## src/rtl/pipe_fwd_chain_pkg.sv

```systemverilog
// rtl/pipe_fwd_chain_pkg.sv - shared defaults and helpers for the result forwarding chain
package pipe_fwd_chain_pkg;

    localparam int DEF_DATA_W = 32;
    localparam int DEF_TAG_W  = 4;
    localparam int PC_TAG     = 15;

    // Stage index width, never narrower than one bit so DEPTH=1 still has a port.
    function automatic int stg_idx_w(input int depth);
        return (depth > 1) ? $clog2(depth) : 1;
    endfunction

endpackage

```

## src/rtl/pipe_fwd_chain_fwd_prio_sel.sv

```systemverilog
// rtl/pipe_fwd_chain_fwd_prio_sel.sv - youngest-match priority select for one source operand
module fwd_prio_sel #(
    parameter int DEPTH  = 3,
    parameter int DATA_W = 32,
    parameter int IDX_W  = 2
) (
    input  logic [DEPTH-1:0]        match_i,
    input  logic [DEPTH-1:0]        late_i,
    input  logic [DEPTH*DATA_W-1:0] data_i,
    output logic                    hit_o,
    output logic [IDX_W-1:0]        idx_o,
    output logic [DATA_W-1:0]       data_o,
    output logic                    hazard_o
);

    logic             found;
    logic [IDX_W-1:0] sel;

    always_comb begin
        found = 1'b0;
        sel   = '0;
        for (int i = DEPTH - 1; i >= 0; i--) begin
            if (match_i[i]) begin
                found = 1'b1;
                sel   = IDX_W'(i);
            end
        end
    end

    // A late winner blocks forwarding entirely; older matches are stale.
    always_comb begin
        hit_o    = found & ~late_i[sel];
        hazard_o = found &  late_i[sel];
        idx_o    = hit_o ? sel : '0;
        data_o   = hit_o ? data_i[int'(sel) * DATA_W +: DATA_W] : '0;
    end

endmodule

```

## src/rtl/pipe_fwd_chain.sv

```systemverilog
// rtl/pipe_fwd_chain.sv - parametrised execute-to-writeback result chain with forwarding
module pipe_fwd_chain
    import pipe_fwd_chain_pkg::*;
#(
    parameter int DATA_W   = DEF_DATA_W,
    parameter int TAG_W    = DEF_TAG_W,
    parameter int DEPTH    = 3,
    parameter int NSRC     = 2,
    parameter int LATE_STG = 2,
    parameter int IGN_EN   = 1,
    parameter int IGN_TAG  = PC_TAG,
    parameter int IDX_W    = stg_idx_w(DEPTH)
) (
    input  logic                   clk,
    input  logic                   reset,
    input  logic                   in_valid,
    input  logic                   in_we,
    input  logic                   in_late,
    input  logic [TAG_W-1:0]       in_tag,
    input  logic [DATA_W-1:0]      in_data,
    output logic                   in_ready,
    input  logic [DATA_W-1:0]      late_data,
    input  logic [DEPTH-1:0]       stall,
    input  logic [DEPTH-1:0]       flush,
    input  logic [NSRC*TAG_W-1:0]  src_tag,
    output logic [NSRC-1:0]        fwd_hit,
    output logic [NSRC*IDX_W-1:0]  fwd_stage,
    output logic [NSRC*DATA_W-1:0] fwd_data,
    output logic                   lu_hazard,
    output logic                   out_valid,
    output logic                   out_we,
    output logic [TAG_W-1:0]       out_tag,
    output logic [DATA_W-1:0]      out_data
);

    logic [DEPTH-1:0]  valid_q, valid_d;
    logic [DEPTH-1:0]  we_q, we_d;
    logic [DEPTH-1:0]  late_q, late_d;
    logic [TAG_W-1:0]  tag_q  [DEPTH];
    logic [TAG_W-1:0]  tag_d  [DEPTH];
    logic [DATA_W-1:0] data_q [DEPTH];
    logic [DATA_W-1:0] data_d [DEPTH];
    logic [DEPTH-1:0]  hold;
    logic [DEPTH*DATA_W-1:0] data_flat;
    logic [NSRC-1:0]   haz;

    always_comb begin
        hold[DEPTH-1] = stall[DEPTH-1];
        for (int i = DEPTH - 2; i >= 0; i--) begin
            hold[i] = stall[i] | hold[i+1];
        end
    end

    assign in_ready = ~hold[0];

    always_comb begin
        valid_d = valid_q;
        we_d    = we_q;
        late_d  = late_q;
        tag_d   = tag_q;
        data_d  = data_q;

        if (flush[0]) begin
            valid_d[0] = 1'b0;
        end else if (!hold[0]) begin
            valid_d[0] = in_valid;
            we_d[0]    = in_valid & in_we;
            late_d[0]  = in_valid & in_late;
            tag_d[0]   = in_tag;
            data_d[0]  = in_data;
        end

        for (int i = 1; i < DEPTH; i++) begin
            if (flush[i]) begin
                valid_d[i] = 1'b0;
            end else if (hold[i]) begin
                valid_d[i] = valid_q[i];
            end else if (hold[i-1]) begin
                valid_d[i] = 1'b0;
            end else begin
                valid_d[i] = valid_q[i-1];
                we_d[i]    = we_q[i-1];
                late_d[i]  = late_q[i-1];
                tag_d[i]   = tag_q[i-1];
                data_d[i]  = data_q[i-1];
                // Memory data lands exactly as the load enters the merge stage.
                if (i == LATE_STG && valid_q[i-1] && late_q[i-1]) begin
                    data_d[i] = late_data;
                    late_d[i] = 1'b0;
                end
            end
        end
    end

    always_ff @(posedge clk or posedge reset) begin
        if (reset) begin
            valid_q <= '0;
            we_q    <= '0;
            late_q  <= '0;
            for (int i = 0; i < DEPTH; i++) begin
                tag_q[i]  <= '0;
                data_q[i] <= '0;
            end
        end else begin
            valid_q <= valid_d;
            we_q    <= we_d;
            late_q  <= late_d;
            tag_q   <= tag_d;
            data_q  <= data_d;
        end
    end

    always_comb begin
        for (int i = 0; i < DEPTH; i++) begin
            data_flat[i*DATA_W +: DATA_W] = data_q[i];
        end
    end

    for (genvar s = 0; s < NSRC; s++) begin : g_src
        logic [TAG_W-1:0] st;
        logic             ign;
        logic [DEPTH-1:0] m;

        assign st  = src_tag[s*TAG_W +: TAG_W];
        assign ign = (IGN_EN != 0) && (st == TAG_W'(IGN_TAG));

        always_comb begin
            for (int i = 0; i < DEPTH; i++) begin
                m[i] = valid_q[i] & we_q[i] & (tag_q[i] == st) & ~ign;
            end
        end

        fwd_prio_sel #(
            .DEPTH  (DEPTH),
            .DATA_W (DATA_W),
            .IDX_W  (IDX_W)
        ) u_sel (
            .match_i  (m),
            .late_i   (late_q),
            .data_i   (data_flat),
            .hit_o    (fwd_hit[s]),
            .idx_o    (fwd_stage[s*IDX_W +: IDX_W]),
            .data_o   (fwd_data[s*DATA_W +: DATA_W]),
            .hazard_o (haz[s])
        );
    end

    assign lu_hazard = |haz;
    assign out_valid = valid_q[DEPTH-1];
    assign out_we    = we_q[DEPTH-1];
    assign out_tag   = tag_q[DEPTH-1];
    assign out_data  = data_q[DEPTH-1];

endmodule

```

## config.mk

```make
export PLATFORM = sky130hd
export DESIGN_NAME = pipe_fwd_chain
export DESIGN_NICKNAME = d
export VERILOG_FILES = /design/src/rtl/pipe_fwd_chain_pkg.sv /design/src/rtl/pipe_fwd_chain_fwd_prio_sel.sv /design/src/rtl/pipe_fwd_chain.sv
export SDC_FILE = /design/constraint.sdc
export NUM_CORES = 1
export LEC_CHECK = 0
export CORE_MARGIN = 2
export CORE_UTILIZATION = 61
export CTS_CLUSTER_SIZE = 40
export DETAILED_ROUTE_END_ITERATION = 10
export DONT_BUFFER_PORTS = 1
export PLACE_DENSITY = 0.77
export SETUP_SLACK_MARGIN = 0.15
export SLEW_MARGIN = 20
export SYNTH_ARGS = -nofsm -noshare
export SYNTH_HDL_FRONTEND = slang
export SYNTH_SLANG_ARGS = --single-unit
```

## constraint.sdc

```tcl
create_clock -name clk -period 4.35 [get_ports clk]
set_input_delay 0.87 -clock clk [delete_from_list [all_inputs] [get_ports clk]]
set_output_delay 0.87 -clock clk [all_outputs]
set_load 0.05 [all_outputs]
```

# [After elaboration in Yosys (flattened, before gate mapping)]
# Index checks and enable logic that the tools add are counted.
[word_totals] ff_bits=117 latchBits=0 ram_bits=0 rom_bits=0 in_bits=87 n_memories=0
[classes] addsub=0 mul=0 div_mod_pow=0 n_lt_le_gt_ge=2 eq_ne=11 shifts=2 mux=30 n_bitwise=33 n_reduce_logical=5
[ops] op="$shiftx 96x8->32" n=2
[ops] op="$mux 32" n=3
[ops] op="$eq 4x4->1" n=6
[ops] op="$and 1x1->1" n=21
[ops] op="$mux 1" n=17
[ops] op="$mux 2" n=8
[ops] op="$not 1->1" n=10
[ops] op="$eq 4x4->1 const B" n=2
[ops] op="$lt 2x3->1 const B" n=2
[ops] op="$reduce_and 3->1" n=2
[ops] op="$bmux 1 s2" n=2
[ops] op="$ne 2x2->1 const B" n=2
[ops] op="$ne 2x1->1 const B" n=1
[ops] op="$or 1x1->1" n=2
[ops] op="$reduce_and 2->1" n=1
[ops] op="$reduce_or 2->1" n=1
[ops] op="$logic_and 1x1->1" n=1

# [Depth between registers and ports, before layout]
[logic_depth] depth_word=11 depth_mapped=7

# [By module]
# From an unflattened synthesis, not the netlist that was laid out.
[unflattened] hier_cells=667 area_unflattened_um2=7549.7
[by_module_without_submodules] module="pipe_fwd_chain" instances=1 cells_each=423 area_each_um2=5442.7 seq_area_each_um2=2927.8
[by_module_without_submodules] module="fwd_prio_sel" instances=2 cells_each=122 area_each_um2=1053.5 seq_area_each_um2=0.0

# [Least setup slack after synthesis]
# Ideal clock, no wire load.
[synth_path] path_kind="input to output" from="input port src_tag[3]" to="output port fwd_data[23]" arrival_ps=3484 required_ps=3480 slack_ps=-4 path_stages=7 n_path_buf=2 cell_sequence="xor2_1 nor4_4 and2_2 buf_2 clkbuf_1 o21ai_0 a311oi_1"
[synth_via] elab_chain_len=11 elab_cells_between_ends=23
[synth_rtl] item="start: declaration" line_no="pipe_fwd_chain.sv:25" rtl="input logic [NSRC*TAG_W-1:0] src_tag,"
[synth_rtl] item="branches (longest 10 deep; another with $shiftx 96x8->32)"
[synth_rtl] item="$mux 32 *" line_no="pipe_fwd_chain_fwd_prio_sel.sv:35" rtl="data_o = hit_o ? data_i[int'(sel) * DATA_W +: DATA_W] : '0;"
[synth_rtl] item="end: declaration" line_no="pipe_fwd_chain.sv:28" rtl="output logic [NSRC*DATA_W-1:0] fwd_data,"
# Every way passes the cells marked *. The select of a mux whose other input is x is not followed.

# [Final worst setup path]
[layout_path] from="register tag_q, in the netlist out_tag[0]" to="output port fwd_data[61]"
[layout_via] elab_chain_len=11 elab_cells_between_ends=15
[layout_rtl] item="start: declaration" line_no="pipe_fwd_chain.sv:39" rtl="logic [TAG_W-1:0] tag_q [DEPTH];"
[layout_rtl] item="start signal: assignment" line_no="pipe_fwd_chain.sv:108" rtl="tag_q <= tag_d;"
[layout_rtl] item="$eq 4x4->1 *" line_no="pipe_fwd_chain.sv:129" rtl="m[i] = valid_q[i] & we_q[i] & (tag_q[i] == st) & ~ign;"
[layout_rtl] item="$and 1x1->1 * (2 in a row)" line_no="pipe_fwd_chain.sv:129"
[layout_rtl] item="branches (longest 7 deep; another with $shiftx 96x8->32)"
[layout_rtl] item="$mux 32 *" line_no="pipe_fwd_chain_fwd_prio_sel.sv:35"
# Marks and branches as above.

==> impl_metrics.toml <==
[run_status]
status = "complete, no violations"

[placement]
dpl.hpwl_um = 14200
placed_cell_area_sq_mm = 0.00766
placed_cells = 896
dp_slack_ns = 0.459
numPortBuffers = 0
gp_routability_congestion = 0.881

[detailed_routing]
avgViaCountPerCell = 6.98
wl_per_cell_um = 23.4
antenna_left = 0
vias = 6481
drtIter0Drc = 732
dr.pass1.iters = 5
drt-total-wl_um = 21700
drc = 0

[clock_tree]
clkLatencyLatePin_ns = 0.42
numClockSinks = 117
cts_resized = 0
postCtsSetupBuffers = 0
root_buffer = "clkbuf_16"
postCtsHoldBufs = 0
cts_tree = "done"
cts_buffer_depth = 2
htreeDepth = 4
clkTransAtPathRegs_ns = 0.05
cts_buffers = 17

[floorplanning]
die_w_um = 112
rows = 39
start_util_pct = 62.3
pin_count = 197
dieHeight_um = 112
die-area_sq_mm = 0.0125
coreArea_sq_mm = 0.0114

[final_layout]
final_util_pct = 72.2
drive_gt1_share_pct = 29.2
area_growth_pct = 15.9
fillers = 834
design_area_sq_mm = 0.00824
final_common_cell = "dfrtp_1"
antenna_cells = 0
nets = 859
mostFrequentLayoutCells = "dfrtp_1 (115), buf_4 (97), nand2_1 (76)"
final_cells = 928

[synth]
synthCells = 759
synth_edf_count = 0
synthArstFlopShare_pct = 100
ys_types = 51
synthFlopType = "dfrtp_1"
synth_nets = 846
seq_area_frac_synth_pct = 41.1
ys.warnings.count = 0
synth_seq_cells = 117
avgSynthCellArea_sq_um = 9.37
syn_area_sq_mm = 0.00712

[worst_setup_path]
critPathKind = "reg -> out"
critPathMaxFanout = 17
crit_required_ns = 3.48
crit_arrival_ns = 3.18
start_kind = "flop"
worst_setup_path_end_kind = "primary output"

[pwr]
pwr_density_cell_mw_per_mm2 = 504
power_leakage_uw = 0.00347
p_int_uw = 2590
p_comb_share_pct = 15.7
p_clk_share_pct = 32.8
p_sw_share_pct = 37.6
vdd_ir_drop_max_mv = 0.376
power_frac_seq_pct = 51.5
netSwitchingPower_uw = 1560

[global_routing]
gr-total-overflow = 0
grtUsageTotal_pct = 35.3
grt_max_degree = 72
first_global_vias = 6669
grt_pass1_wl_um = 35100
grt_antenna_before_repair = 0

[run]
drv_cap = 0

[worst_hold_path]
holdCritPathClass = "in -> async"

[timing]
skew_ns = 0.00906
slew_viol_final = 0
grt_setup_unrepaired = "no"
worst_slack_ns = 0.299
relSlewSlack_pct = 27.0
period_needed_ns = 4.05
fin_crit_sh_pct = 93.1
holdWs_ns = 0.441
fmax_mhz = 247
hold_viol_final = 0
finalSetupViolations = 0
worst-slew-pin-transition_ns = 1.09
## state kept, by name, summed over array words and instances (netlist names)
signal and count:
tag_q 8, late_q 3, we_q 3, out_tag 4, valid_q 3, out_data 32
data_flat 64
## cell usage after synthesis (3+ instances only)
cell type    n  area share, %
o21ai_0     71            5.0
xnor2_1     13            1.6
clkbuf_1    41            2.2
xor2_1       6           0.74
nor3_1       6           0.42
buf_2       12           0.84
dfrtp_1    117             41
buf_1        7           0.37
nor4_1      35            3.1
a311oi_1    22            2.7
a311oi_2    10            2.1
a221oi_1    32            3.9
a21oi_1     34            2.4
nor2_1      37            2.0
nand2_1     77            4.1
o22ai_1     33            2.9
mux2_2      46            7.3
nand3_1      4           0.28
mux2i_1     33            4.6
buf_4       41            4.3
inv_1       38            2.0
nor2b_1      4           0.35
buf_6        3           0.47
## critical path, stage by stage, from the launching register on
cell,delay [ns]
dfrtp_1,0.72
xnor2_1,0.19
nand3_1,0.17
a2111oi_0,0.47
buf_4,0.20
o31ai_4,0.19
buf_4,0.27
a221oi_1,0.27
buf_4,0.26
## cells by family after synthesis
| group | count (synthesis) | share of synthesized area (%) |
|---|---|---|
| muxes | 79 | 11.9 |
| xor gates and xnor gates | 19 | 2.34 |
| and+or+nand+nor | 184 | 12.8 |
| buffers and inverters | 143 | 10.2 |
| AOI/OAI and AO/OA | 217 | 21.5 |
| DFF | 117 | 41.1 |
## per-layer routing
layer / share of wire, % / vias to the layer above / wire (um) / track usage, %
met4: 3.8 / 0 / 817 / 19.4
met2: 48 / 414 / 10400 / 54.7
li1: - / 2797 / - / -
met5: 0 / - / 0 / 0
met1: 39 / 3203 / 8430 / 44.8
met3: 9.7 / 67 / 2100 / 10.3
## per-stage QoR
step / power, uW / TNS, ns
after floorplan: 2700 / -0.0111
after global placement: 2710 / 0
after detailed placement: 2780 / 0
after CTS: 4150 / 0
after global routing: 4330 / 0
final: 4150 / 0
## final timing paths
| path | from | to | slack (ns) | cells past startpoint |
|---|---|---|---|---|
| max in group asynchronous | reset | data_flat[44]$_DFFE_PP0P_ | 2.97 | 2 |
| worst min register to register | data_flat[26]$_DFFE_PP0P_ | data_flat[58]$_DFFE_PP0P_ | 0.52 | 1 |
| worst max register to register | late_q[1]$_DFFE_PP0P_ | out_data[23]$_DFFE_PP0P_ | 2.46 | 3 |
| worst max-delay path | out_tag[0]$_DFFE_PP0P_ | fwd_data[61] | 0.30 | 8 |
| worst min-delay path | reset | tag_q[8]$_DFFE_PP0P_ | 0.44 | 1 |
| min in group clk | flush[1] | valid_q[1]$_DFFE_PP0P_ | 0.51 | 1 |
## power groups by stage
stage / registers (uW) / clock network [uW] / logic [uW]
finish: 2140 / 1360 / 653
global route: 2180 / 1420 / 731
CTS: 2120 / 1370 / 654
detailed placement: 2140 / 0 / 645
global placement: 2110 / 0 / 602
floorplan: 1650 / 0 / 1050
## cell type report
| class | instances | area, sq um | area share, % |
|---|---|---|---|
| Sequential cell | 117 | 2930 | 35.5 |
| Inverter | 39 | 149 | 1.81 |
| Clock buffer | 30 | 544 | 6.60 |
| Clock inverter | 2 | 35.0 | 0.425 |
| Tap cell | 143 | 179 | 2.17 |
| Timing Repair Buffer | 98 | 748 | 9.08 |
| Multi-Input combinational cell | 499 | 3660 | 44.4 |
No activity file was read; power rests on OpenSTA's default activity.
